### src/rtl/mc_ctrl_pkg.sv
// Shared definitions for the multi-cycle MIPS main controller.
//   - state encodings S_IF..S_J (ST_ENC_W bits)
//   - supported opcode constants
//   - ALUOp / ALUSrcB / PCSource select encodings
//   - ctrl_t: the control word produced for one state
package mc_ctrl_pkg;

    localparam int ST_ENC_W = 4;
    typedef logic [ST_ENC_W-1:0] state_t;

    localparam state_t S_IF       = 4'd0;
    localparam state_t S_ID       = 4'd1;
    localparam state_t S_MEM_ADDR = 4'd2;
    localparam state_t S_MEM_RD   = 4'd3;
    localparam state_t S_MEM_WB   = 4'd4;
    localparam state_t S_MEM_WR   = 4'd5;
    localparam state_t S_R_EX     = 4'd6;
    localparam state_t S_R_WB     = 4'd7;
    localparam state_t S_ADDI_EX  = 4'd8;
    localparam state_t S_ADDI_WB  = 4'd9;
    localparam state_t S_BR       = 4'd10;
    localparam state_t S_J        = 4'd11;

    localparam logic [5:0] OP_R    = 6'b000000;
    localparam logic [5:0] OP_J    = 6'b000010;
    localparam logic [5:0] OP_BEQ  = 6'b000100;
    localparam logic [5:0] OP_BNE  = 6'b000101;
    localparam logic [5:0] OP_ADDI = 6'b001000;
    localparam logic [5:0] OP_LW   = 6'b100011;
    localparam logic [5:0] OP_SW   = 6'b101011;

    localparam logic [1:0] ALU_ADD   = 2'b00;
    localparam logic [1:0] ALU_SUB   = 2'b01;
    localparam logic [1:0] ALU_FUNCT = 2'b10;

    localparam logic [1:0] SRCB_B      = 2'b00;
    localparam logic [1:0] SRCB_FOUR   = 2'b01;
    localparam logic [1:0] SRCB_IMM    = 2'b10;
    localparam logic [1:0] SRCB_IMM_SH = 2'b11;

    localparam logic [1:0] PCSRC_ALU    = 2'b00;
    localparam logic [1:0] PCSRC_ALUOUT = 2'b01;
    localparam logic [1:0] PCSRC_JUMP   = 2'b10;

    typedef struct packed {
        logic       pc_write;
        logic       pc_write_cond;
        logic       branch_ne;
        logic       iord;
        logic       mem_read;
        logic       mem_write;
        logic       ir_write;
        logic       mem_to_reg;
        logic       reg_dst;
        logic       reg_write;
        logic       alu_src_a;
        logic [1:0] alu_src_b;
        logic [1:0] alu_op;
        logic [1:0] pc_source;
        logic       illegal_op;
    } ctrl_t;

endpackage

### src/rtl/mc_ctrl_out_decode.sv
// Combinational control-word decode for the multi-cycle controller.
// Ports:
//   state    in  current controller state
//   opcode   in  IR[31:26] (selects bne semantics and flags illegal opcodes in ID)
//   mem_rdy  in  effective memory-ready (already forced to 1 when handshake unused)
//   ctrl     out control word for this state; all-zero for unused encodings
module mc_ctrl_out_decode
    import mc_ctrl_pkg::*;
(
    input  state_t      state,
    input  logic [5:0]  opcode,
    input  logic        mem_rdy,
    output ctrl_t       ctrl
);

    always_comb begin
        ctrl = '0;
        case (state)
            S_IF: begin
                ctrl.mem_read  = 1'b1;
                ctrl.alu_src_b = SRCB_FOUR;
                // IR and PC+4 only commit on the cycle the fetch completes
                ctrl.ir_write  = mem_rdy;
                ctrl.pc_write  = mem_rdy;
            end
            S_ID: begin
                ctrl.alu_src_b  = SRCB_IMM_SH;
                ctrl.illegal_op = !(opcode == OP_R   || opcode == OP_LW  ||
                                    opcode == OP_SW  || opcode == OP_BEQ ||
                                    opcode == OP_BNE || opcode == OP_J   ||
                                    opcode == OP_ADDI);
            end
            S_MEM_ADDR, S_ADDI_EX: begin
                ctrl.alu_src_a = 1'b1;
                ctrl.alu_src_b = SRCB_IMM;
            end
            S_MEM_RD: begin
                ctrl.mem_read = 1'b1;
                ctrl.iord     = 1'b1;
            end
            S_MEM_WB: begin
                ctrl.reg_write  = 1'b1;
                ctrl.mem_to_reg = 1'b1;
            end
            S_MEM_WR: begin
                ctrl.mem_write = 1'b1;
                ctrl.iord      = 1'b1;
            end
            S_R_EX: begin
                ctrl.alu_src_a = 1'b1;
                ctrl.alu_op    = ALU_FUNCT;
            end
            S_R_WB: begin
                ctrl.reg_write = 1'b1;
                ctrl.reg_dst   = 1'b1;
            end
            S_ADDI_WB: begin
                ctrl.reg_write = 1'b1;
            end
            S_BR: begin
                ctrl.alu_src_a     = 1'b1;
                ctrl.alu_op        = ALU_SUB;
                ctrl.pc_source     = PCSRC_ALUOUT;
                ctrl.pc_write_cond = 1'b1;
                ctrl.branch_ne     = (opcode == OP_BNE);
            end
            S_J: begin
                ctrl.pc_write  = 1'b1;
                ctrl.pc_source = PCSRC_JUMP;
            end
            default: ctrl = '0;
        endcase
    end

endmodule

### src/rtl/mc_control_fsm.sv
// Moore-style main controller for the multi-cycle MIPS datapath.
// Steps each instruction through IF/ID/EX/MEM/WB and drives all datapath
// enables and mux selects; waits on the unified memory's mem_ready.
// Ports:
//   clk, rst         clock (rising edge), synchronous active-high reset
//   opcode           IR[31:26]
//   zero             ALU zero flag, meaningful in the branch state
//   mem_ready        memory completes the current access this cycle
//   pc_wre           PC load enable (unconditional or taken branch)
//   pc_write .. pc_source, illegal_op   datapath control word
//   state            current state (debug)
module mc_control_fsm
    import mc_ctrl_pkg::*;
#(
    parameter int USE_MEM_READY = 1,
    parameter int STATE_W       = ST_ENC_W
) (
    input  logic               clk,
    input  logic               rst,
    input  logic [5:0]         opcode,
    input  logic               zero,
    input  logic               mem_ready,
    output logic               pc_wre,
    output logic               pc_write,
    output logic               pc_write_cond,
    output logic               branch_ne,
    output logic               iord,
    output logic               mem_read,
    output logic               mem_write,
    output logic               ir_write,
    output logic               mem_to_reg,
    output logic               reg_dst,
    output logic               reg_write,
    output logic               alu_src_a,
    output logic [1:0]         alu_src_b,
    output logic [1:0]         alu_op,
    output logic [1:0]         pc_source,
    output logic               illegal_op,
    output logic [STATE_W-1:0] state
);

    state_t state_q;
    state_t state_d;
    ctrl_t  dec_ctrl;
    ctrl_t  ctrl;
    logic   mem_rdy;

    assign mem_rdy = (USE_MEM_READY != 0) ? mem_ready : 1'b1;

    always_ff @(posedge clk) begin
        if (rst) state_q <= S_IF;
        else     state_q <= state_d;
    end

    always_comb begin
        state_d = S_IF;
        case (state_q)
            S_IF:       state_d = mem_rdy ? S_ID : S_IF;
            S_ID: begin
                case (opcode)
                    OP_LW, OP_SW:   state_d = S_MEM_ADDR;
                    OP_R:           state_d = S_R_EX;
                    OP_BEQ, OP_BNE: state_d = S_BR;
                    OP_J:           state_d = S_J;
                    OP_ADDI:        state_d = S_ADDI_EX;
                    default:        state_d = S_IF;
                endcase
            end
            // Only lw/sw reach address calculation, so anything but lw is a store
            S_MEM_ADDR: state_d = (opcode == OP_LW) ? S_MEM_RD : S_MEM_WR;
            S_MEM_RD:   state_d = mem_rdy ? S_MEM_WB : S_MEM_RD;
            S_MEM_WR:   state_d = mem_rdy ? S_IF : S_MEM_WR;
            S_R_EX:     state_d = S_R_WB;
            S_ADDI_EX:  state_d = S_ADDI_WB;
            default:    state_d = S_IF;
        endcase
    end

    mc_ctrl_out_decode u_decode (
        .state   (state_q),
        .opcode  (opcode),
        .mem_rdy (mem_rdy),
        .ctrl    (dec_ctrl)
    );

    // Reset silences every strobe immediately, including mid-access memory waits
    always_comb begin
        ctrl = dec_ctrl;
        if (rst) ctrl = '0;
    end

    assign pc_write      = ctrl.pc_write;
    assign pc_write_cond = ctrl.pc_write_cond;
    assign branch_ne     = ctrl.branch_ne;
    assign iord          = ctrl.iord;
    assign mem_read      = ctrl.mem_read;
    assign mem_write     = ctrl.mem_write;
    assign ir_write      = ctrl.ir_write;
    assign mem_to_reg    = ctrl.mem_to_reg;
    assign reg_dst       = ctrl.reg_dst;
    assign reg_write     = ctrl.reg_write;
    assign alu_src_a     = ctrl.alu_src_a;
    assign alu_src_b     = ctrl.alu_src_b;
    assign alu_op        = ctrl.alu_op;
    assign pc_source     = ctrl.pc_source;
    assign illegal_op    = ctrl.illegal_op;

    // branch_ne flips the sense of zero so one term covers beq and bne
    assign pc_wre = ctrl.pc_write | (ctrl.pc_write_cond & (zero ^ ctrl.branch_ne));

    assign state = STATE_W'(state_q);

endmodule

### config.mk
export PLATFORM = sky130hd
export DESIGN_NAME = mc_control_fsm
export DESIGN_NICKNAME = d
export VERILOG_FILES = /design/src/rtl/mc_ctrl_pkg.sv /design/src/rtl/mc_ctrl_out_decode.sv /design/src/rtl/mc_control_fsm.sv
export SDC_FILE = /design/constraint.sdc
export NUM_CORES = 1
export LEC_CHECK = 0
export CAP_MARGIN = 20
export CELL_PAD_IN_SITES_DETAIL_PLACEMENT = 0
export CELL_PAD_IN_SITES_GLOBAL_PLACEMENT = 1
export CORE_ASPECT_RATIO = 0.7
export CORE_MARGIN = 10
export CORE_UTILIZATION = 26
export CTS_CLUSTER_DIAMETER = 150
export DETAILED_ROUTE_END_ITERATION = 16
export PLACE_DENSITY = 0.76
export SETUP_SLACK_MARGIN = 0.05
export SLEW_MARGIN = 20
export SYNTH_ARGS = -nofsm -noshare
export SYNTH_HDL_FRONTEND = slang
export SYNTH_SLANG_ARGS = --single-unit
export TNS_END_PERCENT = 30
### constraint.sdc
create_clock -name clk -period 2.2 [get_ports clk]
set_clock_uncertainty 0.15 [all_clocks]
set_input_delay 0.22 -clock clk [delete_from_list [all_inputs] [get_ports clk]]
set_output_delay 0.22 -clock clk [all_outputs]
set_load 0.01 [all_outputs]
Word-level counts from Yosys, hierarchy flattened

Cells that the tools add are included.

Output and inout bits: 23
Register bits after elaboration: 4

Mux-type cells: 21
Eq/ne operators: 17
Reductions and logical operators: 16
Bitwise operators: 3

Operators by type and width:

| kind                                                | count |
|---|---|
| case mux 4 bit (7 select lines)                     | 1 |
| case mux 4 bit (5 select lines)                     | 1 |
| two-way mux 18 bit                                  | 1 |
| equality test 4 x 3 -> 1 bit, second input constant | 4 |
| equality test 4 bit, second input constant          | 4 |
| equality test 6 x 3 -> 1 bit, second input constant | 2 |
| equality test 6 bit, second input constant          | 2 |
| two-way mux 1 bit                                   | 10 |
| OR reduction 2 bit                                  | 5 |
| two-way mux 3 bit                                   | 3 |
| equality test 4 x 2 -> 1 bit, second input constant | 2 |
| case mux 2 bit (2 select lines)                     | 2 |
| equality test 6 x 2 -> 1 bit, second input constant | 1 |
| equality test 6 x 4 -> 1 bit, second input constant | 1 |
| zero test 6 bit                                     | 1 |
| logical OR 1 bit                                    | 6 |
| case mux 2 bit (3 select lines)                     | 1 |
| equality test 4 x 1 -> 1 bit, second input constant | 1 |
| zero test 4 bit                                     | 1 |
| OR reduction 4 bit                                  | 1 |
| OR reduction 3 bit                                  | 1 |
| two-way mux 2 bit                                   | 1 |
| case mux 1 bit (2 select lines)                     | 1 |
| AND 1 bit                                           | 1 |
| 3 further kinds                                     | 3 |

Depth between registers and ports, before layout

Depth in word-level cells: 13
Gate-level depth with buffers: 5

By module

A second synthesis with hierarchy kept.

Cell total of the unflattened synthesis: 111
Area, all modules: 795.8 sq um

Modules (own cells, without submodules):

| module             | cells each | area each (sq um) | sequential area each (sq um) | times used |
|---|---|---|---|---|
| mc_control_fsm     | 72         | 540.5             | 80.1                         | 1 |
| mc_ctrl_out_decode | 39         | 255.2             | 0.0                          | 1 |

Worst setup path before layout

No wires, ideal clock.

Path kind: reg2out
Start: reg state_q[1] (netlist: state[1])
End: out illegal_op
Path buffers: 1
Required time: 1.830 ns
Data arrival time: 1.586 ns
Path slack: 0.244 ns
Cell stages (with the launch flop): 4
Cells stage by stage: dfxtp_1 buf_6 or4b_4 a2111oi_1

Longest elaborated chain between the ends: 3

RTL lines:

| element                      | line                     | text |
|---|---|---|
| from (decl)                  | mc_control_fsm.sv:42     | `state_t state_q;` |
| from (signal assigned)       | mc_control_fsm.sv:52     | `else state_q <= state_d;` |
| equality test 4 x 1 -> 1 bit | mc_ctrl_out_decode.sv:18 | `case (state)` |
| two-way mux 1 bit            | mc_ctrl_out_decode.sv:18 |  |
| two-way mux 18 bit           | mc_control_fsm.sv:89     | `if (rst) ctrl = '0;` |
| to (decl)                    | mc_control_fsm.sv:38     | `output logic illegal_op,` |

No other way between the ends.

Worst setup path after layout

Start: reg state_q[3] (netlist: state[3])
End: out illegal_op

The elaborated chain is that of the path after synthesis.

==> flow_summary.json <==
{
  "syn_area_um2": 644.4,
  "pre_cts_ws_ps": -384.6,
  "clk_latency_ps": 250,
  "die_area_um2": 4901,
  "yosys.area_share.simple_pct": 49.13,
  "crit_required_ps": 1830,
  "via_count": 935,
  "holdPathStages": 5,
  "min_to": "state[3]",
  "arrival_ps": 1790,
  "antenna_found_initial": 0,
  "fin_util_pct": 54.10,
  "postRouteAntennaNets": 0,
  "htreeDepth": 1,
  "drive_gt1_share_pct": 25.69,
  "p_total_uw": 307.7,
  "grt_pass1_vias": 849,
  "syn_inst": 96,
  "muxShareOfSynthArea_pct": 1.553,
  "worstHoldPathType": "input port to register",
  "place_hpwl_um": 2018,
  "cts_sinks": 4,
  "grtUsageTotal_pct": 10.55,
  "setup.worst_path.start_class": "register",
  "cp_slowest_cell": "or4b_4",
  "cpLargestDelayFamily": "simple AND/OR/NAND/NOR gates",
  "cts-root-buf": "clkbuf_4",
  "antenna_cells": 0,
  "grt_first_pass_wirelength_um": 4160,
  "yosys.area.top_type": "dfxtp_1",
  "crit_path_end_kind": "primary output",
  "post_dp_cell_area_um2": 1119,
  "synthAdderAreaFrac_pct": 0,
  "routed_via_density": 5.313,
  "startpoint": "state[3]",
  "fin_area_um2": 1222,
  "setup_viol": 0,
  "ys_types": 39,
  "fin_nets": 156,
  "hold_viol_final": 0,
  "synth_edf_count": 0,
  "finalWeightedCongestion": 0.7259,
  "synth_ff_type": "dfxtp_1",
  "timing.rr.end": "state[1]",
  "totalWireLength_um": 2732,
  "syn2layout_area_growth_pct": 89.71,
  "yosysMostFrequentCell": "nor2_1",
  "drt_iter0_drc": 111,
  "r2r-start": "state[3]",
  "grt_setup_unrepaired": "yes",
  "die_h_um": 61.65,
  "grt.overflow.total": 0,
  "port-buffer-count": 32,
  "syn_area_per_cell_um2": 6.712,
  "seq_area_frac_synth_pct": 12.43,
  "synth_common_cells": "nor2_1 (13), a21oi_1 (6), clkbuf_1 (6), nand2_1 (6), nor2b_1 (6)",
  "cts_tree": "built",
  "grt_start_max_net_pins": 26,
  "clkTransAtPathRegs_ps": 40,
  "finalWorstSetupSlack_ps": 40.52,
  "period_minus_slack_ps": 2159,
  "num_rows": 14,
  "dr.pass1.iters": 4,
  "r2r_slack_ps": 490,
  "core-area_um2": 2260,
  "slew_viol_final": 0,
  "maxCapViolations": 0,
  "async_reset_ff_share_pct": 0,
  "synth_top_family_by_area": "simple AND/OR/NAND/NOR gates",
  "cp_cell_sequence": "or4b_4 > a2111oi_2 > clkdlybuf4s15_2",
  "start_util_pct": 28.52,
  "synth_fp_nets": 106,
  "r2r_cells": 4,
  "post-route-drc-count": 0,
  "outcome": "complete, no violations",
  "crit_type": "register to primary output",
  "max_stage_delay_ps": 520,
  "die_w_um": 79.50,
  "ir_worst_vdd_mv": 0.1711,
  "synth_xor_area_share_pct": 2.718,
  "cts_setup_buffers": 0,
  "critPathBufInv": 1,
  "hold_start": "opcode[5]",
  "wl_per_cell_um": 15.52,
  "io_pins": 33,
  "synth_seq_cells": 4,
  "min_period_over_period_pct": 98.16,
  "numCtsBuffers": 3,
  "netlist.area_leader.share_pct": 12.43,
  "largest_register_ffs": 4,
  "synth_area_leaders": "dfxtp_1 (12%), nor2_1 (7.6%), nor4b_1 (6.8%), nor2b_1 (5.8%), a21oi_1 (4.7%)",
  "fmax_ghz": 0.4631,
  "leakage_nw": 0.5927,
  "yosysWarnings": 0,
  "cts_buffer_depth": 2,
  "synth_compound_area_share_pct": 25.05,
  "tightestPinTransition_ps": 473.3,
  "crit_fanout": 2,
  "p_per_area_nw_per_um2": 251.7,
  "max_slew_margin_pct": 68.00
}
-- power breakdown --
| group | internal (mW) | switching [mW] |
|---|---|---|
| registers | 0.0748 | 0.00186 |
| logic | 0.0728 | 0.0619 |
| clock network | 0.0613 | 0.0350 |
| total | 0.209 | 0.0987 |
-- metal layers --
| metal | vias to the layer above | wire [µm] | track usage (%) |
|---|---|---|---|
| li1 | 460 | - | - |
| met3 | 2 | 167 | 4.070 |
| met2 | 26 | 1305 | 17.82 |
| met5 | - | 0 | 0 |
| met1 | 447 | 1249 | 12.29 |
| met4 | 0 | 9 | 3.053 |
-- metrics by stage --
stage	TNS [ps]	instances	hold WS (ps)
floorplan	0	96	265.1
global placement	-824.8	172	532.2
detailed placement	-973.8	172	533.6
CTS	0	175	507.8
global route	-3.602	176	410.5
finish	0	176	376.0
-- placed cells by master (no fill, tap or decap), types with 2 or more instances in the layout --
cell,n
a21oi_2,2
a21oi_1,5
nand2_1,6
o21ai_1,4
dfxtp_1,3
nor2_1,13
a2111oi_0,2
buf_12,2
nor2b_1,4
nor2b_4,2
or3_1,2
buf_6,3
clkdlybuf4s50_1,13
dlygate4sd2_1,11
dlymetal6s2s_1,7
nand3_1,3
inv_1,2
nor4b_1,5
nor3_1,4
buf_4,17
nor4_1,4
nand4b_1,2
clkbuf_4,3
-- cell type report --
cell class / instances / area (µm²)
multi-input cells: 80 / 539.3
well taps: 32 / 40.04
repair buffers: 55 / 531.8
inverters: 2 / 7.507
clock buffers: 3 / 22.52
fillers: 213 / 1037
flip-flops and latches: 4 / 81.33
-- logic make-up (layout without fill, tap and decap cells) --
kind of cell,count (synthesis),after routing
compound gates,23,23
simple gates,54,54
mux,1,1
buf+inv,12,60
xor+xnor,2,2
flops,4,4
-- repair_timing --
item	in CTS	in global routing
gates cloned	0	1
pin swaps	1	3
gates resized for setup	20	19
setup endpoints to repair	16	10
hold buffers	0	0
-- worst reg2reg max path: cells and delay by family, from the launching register on --
kind	cells	cell delay (ps)
AND/OR/NAND/NOR	2	860
flip-flops	1	330
buffers and inverters	1	160
AO/OA/AOI/OAI	1	140
-- worst max path at each step --
| stage | to | slack (ps) | cells past startpoint |
|---|---|---|---|
| 2_1_floorplan | illegal_op | 240 | 3 |
| 3_5_place_dp | illegal_op | -380 | 6 |
| 3_3_place_gp | illegal_op | -360 | 6 |
| 5_1_grt | illegal_op | -4 | 3 |
| 6_report | illegal_op | 40 | 3 |
| 4_1_cts | pc_write_cond | 2 | 5 |
Power figures use the tool's default switching activity.
